$ cat src/rtl/rw_strobe_gen_pkg.sv
// Shared types, defaults and helpers for the rw_strobe_gen sequencer.
package rw_strobe_gen_pkg;

    typedef enum logic [2:0] {
        S_IDLE,
        S_GUARD,
        S_WR,
        S_RD,
        S_NEXT,
        S_DONE
    } rwg_state_e;

    localparam int         DEF_WINDOW    = 10;
    localparam int         DEF_START_DLY = 2;
    localparam logic [7:0] DEF_PATTERN   = 8'hA5;

    // Write data for an address; callers truncate to their data width.
    function automatic logic [31:0] exp_data(input logic [31:0] addr,
                                             input logic [31:0] pattern = 32'(DEF_PATTERN));
        return pattern ^ addr;
    endfunction

    function automatic logic [7:0] sat_inc(input logic [7:0] v);
        return (v == 8'hFF) ? v : v + 8'd1;
    endfunction

endpackage

$ cat src/rtl/rw_window_timer.sv
// Ack-window down-counter shared by the write and read strobes.
// expired_o is high on the WINDOW-th edge after load_i with no clear_i in between.
module rw_window_timer
    import rw_strobe_gen_pkg::*;
#(
    parameter int WINDOW = DEF_WINDOW
) (
    input  logic clk,
    input  logic rst,
    input  logic load_i,
    input  logic clear_i,
    output logic expired_o
);

    localparam int CW = (WINDOW > 1) ? $clog2(WINDOW) : 1;

    logic [CW-1:0] cnt_q, cnt_d;
    logic          run_q, run_d;

    always_comb begin
        // NOTE: defaults first so every path assigns cnt_d/run_d and no latch is inferred.
        cnt_d = cnt_q;
        run_d = run_q;
        if (load_i) begin
            cnt_d = CW'(WINDOW - 1);
            run_d = 1'b1;
        end else if (clear_i) begin
            run_d = 1'b0;
        end else if (run_q && (cnt_q != '0)) begin
            cnt_d = cnt_q - CW'(1);
        end
    end

    always_ff @(posedge clk or posedge rst) begin
        // NOTE: non-blocking assignments keep every register updating from pre-edge values.
        if (rst) begin
            cnt_q <= '0;
            run_q <= 1'b0;
        end else begin
            cnt_q <= cnt_d;
            run_q <= run_d;
        end
    end

    assign expired_o = run_q && (cnt_q == '0);

endmodule

$ cat src/rtl/rw_strobe_gen.sv
// rw_strobe_gen: start-triggered write-then-read sequencer with ack windows and hit/err counters.
// Define RW_STROBE_GEN_ASSERT_EN to compile in the protocol assertions.
module rw_strobe_gen
    import rw_strobe_gen_pkg::*;
#(
    parameter int                ADDR_W    = 8,
    parameter int                DATA_W    = 8,
    parameter int                NUM_TXN   = 4,
    parameter int                START_DLY = DEF_START_DLY,
    parameter int                WINDOW    = DEF_WINDOW,
    parameter logic [DATA_W-1:0] PATTERN   = DATA_W'(DEF_PATTERN)
) (
    input  logic              clk,
    input  logic              rst,
    input  logic              start,
    output logic              wr,
    output logic              rd,
    output logic [ADDR_W-1:0] addr,
    output logic [DATA_W-1:0] wdata,
    input  logic              wr_ack,
    input  logic              rd_ack,
    input  logic [DATA_W-1:0] rd_data,
    output logic              busy,
    output logic              done,
    output logic              err,
    output logic [7:0]        hitwr,
    output logic [7:0]        hitrd
);

    localparam int                GW         = (START_DLY > 1) ? $clog2(START_DLY) : 1;
    localparam logic [GW-1:0]     GUARD_INIT = GW'((START_DLY > 0) ? START_DLY - 1 : 0);
    localparam logic [ADDR_W-1:0] LAST_ADDR  = ADDR_W'(NUM_TXN - 1);

    rwg_state_e        state_q;
    logic [GW-1:0]     guard_q;
    logic [ADDR_W-1:0] addr_q, addr_d;
    logic [DATA_W-1:0] wdata_q, wdata_d;
    logic              wr_q, rd_q, busy_q, done_q, err_q;
    logic [7:0]        hitwr_q, hitrd_q;
    logic              tmr_load, tmr_clear, tmr_expired;

    // Address/data for the next write strobe: 0 at run start, +1 out of NEXT.
    assign addr_d  = (state_q == S_NEXT) ? addr_q + ADDR_W'(1) : '0;
    assign wdata_d = DATA_W'(exp_data(32'(addr_d), 32'(PATTERN)));

    always_comb begin
        tmr_load  = 1'b0;
        tmr_clear = 1'b0;
        unique case (state_q)
            S_IDLE:  tmr_load  = start && (START_DLY == 0);
            S_GUARD: tmr_load  = (guard_q == '0);
            S_WR: begin
                tmr_load  = wr_ack;
                tmr_clear = tmr_expired;
            end
            S_RD:    tmr_clear = rd_ack || tmr_expired;
            S_NEXT:  tmr_load  = (addr_q != LAST_ADDR);
            default: tmr_clear = 1'b1;
        endcase
    end

    rw_window_timer #(.WINDOW(WINDOW)) u_timer (
        .clk      (clk),
        .rst      (rst),
        .load_i   (tmr_load),
        .clear_i  (tmr_clear),
        .expired_o(tmr_expired)
    );

    always_ff @(posedge clk or posedge rst) begin
        if (rst) begin
            state_q <= S_IDLE;
            guard_q <= '0;
            addr_q  <= '0;
            wdata_q <= '0;
            wr_q    <= 1'b0;
            rd_q    <= 1'b0;
            busy_q  <= 1'b0;
            done_q  <= 1'b0;
            err_q   <= 1'b0;
            hitwr_q <= '0;
            hitrd_q <= '0;
        end else begin
            unique case (state_q)
                S_IDLE: if (start) begin
                    busy_q  <= 1'b1;
                    err_q   <= 1'b0;
                    hitwr_q <= '0;
                    hitrd_q <= '0;
                    addr_q  <= addr_d;
                    wdata_q <= wdata_d;
                    guard_q <= GUARD_INIT;
                    if (START_DLY == 0) begin
                        wr_q    <= 1'b1;
                        state_q <= S_WR;
                    end else begin
                        state_q <= S_GUARD;
                    end
                end
                S_GUARD: begin
                    if (guard_q == '0) begin
                        wr_q    <= 1'b1;
                        state_q <= S_WR;
                    end else begin
                        guard_q <= guard_q - GW'(1);
                    end
                end
                S_WR: begin
                    // Ack wins over a timeout on the same edge.
                    if (wr_ack) begin
                        wr_q    <= 1'b0;
                        rd_q    <= 1'b1;
                        hitwr_q <= sat_inc(hitwr_q);
                        state_q <= S_RD;
                    end else if (tmr_expired) begin
                        wr_q    <= 1'b0;
                        err_q   <= 1'b1;
                        done_q  <= 1'b1;
                        state_q <= S_DONE;
                    end
                end
                S_RD: begin
                    if (rd_ack) begin
                        rd_q    <= 1'b0;
                        hitrd_q <= sat_inc(hitrd_q);
                        if (rd_data != wdata_q) err_q <= 1'b1;
                        state_q <= S_NEXT;
                    end else if (tmr_expired) begin
                        rd_q    <= 1'b0;
                        err_q   <= 1'b1;
                        done_q  <= 1'b1;
                        state_q <= S_DONE;
                    end
                end
                S_NEXT: begin
                    if (addr_q == LAST_ADDR) begin
                        done_q  <= 1'b1;
                        state_q <= S_DONE;
                    end else begin
                        addr_q  <= addr_d;
                        wdata_q <= wdata_d;
                        wr_q    <= 1'b1;
                        state_q <= S_WR;
                    end
                end
                S_DONE: begin
                    done_q  <= 1'b0;
                    busy_q  <= 1'b0;
                    state_q <= S_IDLE;
                end
                default: state_q <= S_IDLE;
            endcase
        end
    end

    assign wr    = wr_q;
    assign rd    = rd_q;
    assign addr  = addr_q;
    assign wdata = wdata_q;
    assign busy  = busy_q;
    assign done  = done_q;
    assign err   = err_q;
    assign hitwr = hitwr_q;
    assign hitrd = hitrd_q;

`ifdef RW_STROBE_GEN_ASSERT_EN
    a_excl: assert property (@(posedge clk) disable iff (rst) !(wr && rd));

    if (START_DLY > 0) begin : g_guard_chk
        a_guard: assert property (@(posedge clk) disable iff (rst)
            (state_q == S_IDLE && start) |=> (!wr && !rd) [*START_DLY]);
    end

    a_wr_win: assert property (@(posedge clk) disable iff (rst)
        wr |-> ##[0:WINDOW-1] (wr_ack || err));
    a_rd_win: assert property (@(posedge clk) disable iff (rst)
        rd |-> ##[0:WINDOW-1] (rd_ack || err));
    a_done:   assert property (@(posedge clk) disable iff (rst) done |=> !busy);
    a_addr:   assert property (@(posedge clk) disable iff (rst)
        (wr || rd) ##1 (wr || rd) |-> $stable(addr));
`else
    // Synthesis build: no protocol checkers.
`endif

endmodule
$ cat config.mk
export PLATFORM = sky130hd
export DESIGN_NAME = rw_strobe_gen
export DESIGN_NICKNAME = d
export VERILOG_FILES = /design/src/rtl/rw_strobe_gen_pkg.sv /design/src/rtl/rw_window_timer.sv /design/src/rtl/rw_strobe_gen.sv
export SDC_FILE = /design/constraint.sdc
export NUM_CORES = 1
export LEC_CHECK = 0
export CAP_MARGIN = 20
export CORE_UTILIZATION = 38
export DETAILED_ROUTE_END_ITERATION = 8
export HOLD_SLACK_MARGIN = 0.1
export SLEW_MARGIN = 20
export SYNTH_ARGS = -nofsm -noshare
export SYNTH_HDL_FRONTEND = slang
export SYNTH_SLANG_ARGS = --single-unit
$ cat constraint.sdc
create_clock -name clk -period 3.6 [get_ports clk]
set_input_delay 0.72 -clock clk [delete_from_list [all_inputs] [get_ports clk]]
set_output_delay 0.72 -clock clk [all_outputs]
set_load 0.1 [all_outputs]
==> impl_metrics.json, run 1 <==
{
  "status": "completed",
  "ctsHoldBuffers": 0,
  "post-route-period-util_pct": 73.8,
  "finalMaxSlewViolations": 0,
  "worst-path-buf-inv": 1,
  "core_um2": 6030,
  "fin_hold_ws_ps": 498,
  "arrival_ps": 1940,
  "drtAntennaViolNets": 0,
  "diodes": 0,
  "ir_drop_uv": 581,
  "postCtsSetupBuffers": 0,
  "ys_types": 51,
  "start_util_pct": 39.9,
  "layout_common_cells": "dfrtp_1, clkdlybuf4s50_1, nand2_1, a21oi_1, o21ai_0",
  "ys_warn_count": 0,
  "required_ps": 2880,
  "hold_violations": 0,
  "final_layout_size_suffix_gt1_share_pct": 8.55,
  "root_buffer": "clkbuf_8",
  "synth_flop_cell": "dfrtp_1",
  "cts_sinks": 42,
  "async_flop_share_pct": 100,
  "die_w_um": 81.5,
  "synth_nets": 276,
  "cp_cell_sequence": "clkdlybuf4s50_1",
  "cts_resized": 0,
  "ys_ff_latch": 42,
  "grt-ovfl-total": 0,
  "relSlewSlack_pct": 34.3,
  "grt_pass1_wl_um": 9230,
  "clk_latency_ps": 300,
  "netlist_area_um2": 2400,
  "p_leak_nw": 1.23,
  "rows": 28,
  "startpoint_type": "flop",
  "hold_class": "flop to flop",
  "syn2layout_area_growth_pct": 24.7,
  "path_max_fanout": 6,
  "dieArea_um2": 6650,
  "routed_wl_um": 5670,
  "path_delay_family": "buffers and inverters",
  "gp_congestion": 0.786,
  "critPathLaunch": "addr[1]",
  "grt_max_degree": 43,
  "die-height_um": 81.5,
  "timing.rr.start": "state_q[2]",
  "cp-end-kind": "primary output",
  "syn_area_per_cell_um2": 9.28,
  "crit_path_max_incr_delay_ps": 1170,
  "critical-path-slowest-cell": "clkdlybuf4s50_1",
  "drt_iter0_markers": 136,
  "synth_edf_count": 0,
  "yosysSeqAreaShare_pct": 43.7,
  "antenna_found_initial": 0,
  "grt_pass1_vias": 1896,
  "min_from": "err",
  "via_count": 2135,
  "dp_hpwl_um": 4040,
  "final_common_cell": "dfrtp_1",
  "grt_setup_unrepaired": "no",
  "drv_cap": 0,
  "synthCells": 259,
  "port_buffers": 49,
  "cts_buffers": 5,
  "htreeDepth": 2,
  "power.density_nw_per_um2": 840,
  "fin_skew_ps": 5.45,
  "fin_crit_ps": 2660,
  "clkTransAtPathRegs_ps": 80,
  "worst_slew_pin_slew_ps": 982,
  "grtUsageTotal_pct": 18.4,
  "fmax_mhz": 376,
  "clockBufferDepth": 2,
  "cts_tree": "yes",
  "drtPass1Iterations": 4,
  "viasPerCell": 5.63,
  "setup_tns_ps": 0,
  "criticalPathCategory": "flop to primary output",
  "post_drt_wl_per_cell_um": 15.0,
  "drc": 0,
  "pin_count": 50,
  "fin_nets": 320,
  "setup_violations": 0
}
[area by class of cell]
type,count,area [µm²]
clock buffer,7,86.3
clock inverter,1,5.00
fill,610,3030
inverter,8,30.0
multi-input combinational,194,1240
sequential,42,1050
tap,75,93.8
timing repair buffer,52,493
[synth_stat cells (2+ instances only)]
master | number | area share [%]
o31ai_1 | 7 | 2.2
o21ai_0 | 19 | 4.0
a211o_1 | 3 | 1.1
buf_4 | 5 | 1.6
dfrtp_1 | 42 | 44
xnor2_1 | 8 | 2.9
a21o_1 | 2 | 0.62
a31oi_1 | 5 | 1.3
nand2b_1 | 3 | 0.78
or3_1 | 8 | 2.1
nand2_1 | 22 | 3.4
ha_1 | 4 | 2.1
nand3_1 | 15 | 3.1
or3b_2 | 2 | 0.73
mux2i_1 | 2 | 0.83
nor4_1 | 2 | 0.52
nor3_1 | 7 | 1.5
mux2_2 | 3 | 1.4
nor2_1 | 13 | 2.0
xor2_1 | 6 | 2.2
nor2b_1 | 3 | 0.78
a2bb2oi_1 | 2 | 0.73
nand4_1 | 6 | 1.6
a21oi_1 | 20 | 4.2
or4_1 | 8 | 2.5
a22o_1 | 2 | 0.73
inv_1 | 8 | 1.2
clkbuf_1 | 6 | 0.94
and3_1 | 3 | 0.78
buf_2 | 2 | 0.42
[layer usage]
metal  GRT usage (%)  vias to the layer above  wire (µm)
li1                -                     1045          -
met1            24.9                     1031       2760
met2            29.3                       51       2600
met3            3.22                        8        239
met4            6.61                        0         77
met5               0                        -          0
[through the flow]
step | setup WS (ps) | util [%] | power [mW] | instances | area [µm²]
floorplan | 1160 | - | 1.89 | 259 | 2400
global placement | 922 | 48.2 | 2.19 | 371 | 2910
detailed placement | 877 | 48.2 | 2.20 | 371 | 2910
global route | 868 | 49.7 | 2.67 | 379 | 3000
CTS | 925 | 49.7 | 2.53 | 379 | 3000
finish | 942 | 49.7 | 2.52 | 379 | 3000
[cell families after synthesis]
| group | after synthesis | share of synthesized area (%) |
|---|---|---|
| AO/OA/AOI/OAI | 67 | 17.3 |
| flip-flops | 42 | 43.7 |
| XOR/XNOR | 14 | 5.10 |
| multiplexers | 5 | 2.24 |
| AND/OR/NAND/NOR | 104 | 24.8 |
| buffers and inverters | 23 | 4.79 |
| adder cells (fa/ha/maj) | 4 | 2.08 |
[power breakdown]
part | switching (mW) | total (mW) | internal, mW
clock | 0.172 | 0.328 | 0.155
sequential | 0.207 | 0.803 | 0.596
combinational | 0.991 | 1.39 | 0.395
total | 1.37 | 2.52 | 1.15
[state kept, by name, indices dropped and copies added, names as in the netlist, 3 cells and up]
signal / cells
hitwr: 8
addr: 8
hitrd: 8
wdata: 4
u_timer.cnt_q: 4
state_q: 3
[path summary, 6_finish.rpt]
check | to | slack (ps) | depth (start not counted)
max | addr[1] | 940 | 1
min | err | 500 | 2
max reg2reg | hitwr[7] | 1340 | 4
min reg2reg | err | 500 | 2
max in group asynchronous | u_timer.cnt_q[2] | 2370 | 3
min in group asynchronous | hitwr[5] | 850 | 3
Power figures use the tool's default switching activity.
==> inputs of run 2 (changes only) <==
Clock period 3.6 ns to 2.25 ns, I/O delays scaled along.
==> run 2 against run 1 <==
Sequential share of layout area is 0.55 points lower. Clock skew is 10 ps higher. Register-to-register slack lost 1100 ps. Wire length grew 2.9%. Critical path type is now input port to flop. Largest power group unchanged. Highest routed layer unchanged.
==> impl_metrics.json, run 2 (synthesis gave the netlist of run 1 again) <==
{
  "antenna_found_initial": 0,
  "post_drt_wl_per_cell_um": 14.7,
  "critical-path-slowest-cell": "clkdlybuf4s50_1",
  "setup_tns_ps": 0,
  "timing.rr.start": "state_q[1]",
  "start_util_pct": 39.9,
  "grt_pass1_vias": 2052,
  "arrival_ps": 2230,
  "dp_hpwl_um": 4330,
  "postLayoutCellArea_um2": 3070,
  "path_delay_family": "simple AND/OR/NAND/NOR gates",
  "final_cell_count_no_fill": 398,
  "cts_sinks": 42,
  "ir_drop_uv": 943,
  "drc": 0,
  "cts_resized": 0,
  "fin_hold_ws_ps": 515,
  "postCtsSetupBuffers": 0,
  "reg2reg_to": "hitrd[1]",
  "multi_input_area_um2": 1240,
  "port_buffers": 49,
  "cp-end-kind": "flop",
  "worst-path-buf-inv": 1,
  "die_w_um": 81.5,
  "drv_cap": 0,
  "p_leak_nw": 1.34,
  "die-height_um": 81.5,
  "power_mw": 4.12,
  "post-route-period-util_pct": 90.9,
  "cts_tree": "yes",
  "required_ps": 2440,
  "clkTransAtPathRegs_ps": 90,
  "fmax_mhz": 489,
  "endpoint": "hitrd[1]",
  "cts_buffers": 5,
  "rows": 28,
  "final_common_cell": "buf_4",
  "status": "completed",
  "setup_slack_ps": 205,
  "cp_cell_sequence": "clkdlybuf4s50_1 -> or3b_1 -> and2_0 -> nor3_1 -> mux2_2",
  "worst_slew_pin_slew_ps": 637,
  "syn2layout_area_growth_pct": 27.9,
  "routed_wl_um": 5830,
  "finalMaxSlewViolations": 0,
  "layout_common_cells": "buf_4, dfrtp_1, nand2_1, a21oi_1, o21ai_0",
  "crit_path_max_incr_delay_ps": 510,
  "dp_slack_ps": -116,
  "grt_max_degree": 43,
  "criticalPathCategory": "input port to flop",
  "clk_latency_ps": 300,
  "htreeDepth": 2,
  "postPlaceCellArea_um2": 2990,
  "grt_setup_unrepaired": "no",
  "clockBufferDepth": 2,
  "r2r_slack_ps": 240,
  "seqCellArea_um2": 1060,
  "drt_iter0_markers": 78,
  "path_max_fanout": 6,
  "drtPass1Iterations": 4,
  "gp_congestion": 0.819,
  "diodes": 0,
  "fin_crit_ps": 2040,
  "fin_skew_ps": 15.4,
  "post-route-util_pct": 51.0,
  "fillCellCount": 612,
  "pin_count": 50,
  "viasPerCell": 5.50,
  "rr_worst_depth": 5,
  "ctsHoldBuffers": 0,
  "drtAntennaViolNets": 0,
  "critPathLaunch": "start",
  "power.density_nw_per_um2": 1340,
  "core_um2": 6030,
  "hold_class": "flop to flop",
  "grt-ovfl-total": 0,
  "dieArea_um2": 6650,
  "startpoint_type": "input port",
  "place_inst": 390,
  "hold_violations": 0,
  "cp_num_cells": 5,
  "setup_violations": 0,
  "fin_nets": 339,
  "relSlewSlack_pct": 57.3,
  "root_buffer": "clkbuf_8",
  "via_count": 2189,
  "grtUsageTotal_pct": 19.6,
  "grt_pass1_wl_um": 9950,
  "final_layout_size_suffix_gt1_share_pct": 25.4
}
[run 2: changes by cell type in the layout (fill, tap and decap cells not counted), sizes merged]
cell,before,now
buf,11,59
clkinvlp,0,2
clkbuf,7,6
clkinv,1,0
clkdlybuf4s50,41,12
[run 2: cell type report]
type / count / area share, %
clock buffer: 6 / 2.36
sequential: 42 / 34.5
inverter: 8 / 0.977
tap: 75 / 3.05
multi-input combinational: 194 / 40.3
clock inverter: 2 / 0.489
timing repair buffer: 71 / 18.3
[run 2: how the worst min path moves through the flow]
stage / startpoint / endpoint / slack, ps / cells past startpoint
finish: err / err / 510 / 2
global route: err / err / 540 / 2
CTS: err / err / 520 / 2
detailed placement: err / err / 500 / 2
global placement: err / err / 490 / 2
floorplan: guard_q / state_q[0] / 490 / 2
[run 2: worst min-delay path: cells and delay by family, from the launching register on]
family           cells  cell delay [ps]
AO/OA/AOI/OAI        1               60
flip-flops           1              370
AND/OR/NAND/NOR      1               50
[run 2: routing by layer]
layer	up-vias	part of all wire, %	global-route usage [%]
li1	1080	-	-
met1	1042	47	25.5
met2	58	47	32.5
met3	9	4.6	4.22
met4	0	1.5	5.89
met5	-	0	0
[run 2: report_power, final]
part	total [mW]	internal (mW)	switching (mW)	leakage [nW]
Clock	0.502	0.219	0.283	0.0374
Sequential	1.23	0.963	0.266	0.518
Combinational	2.38	0.705	1.68	0.784
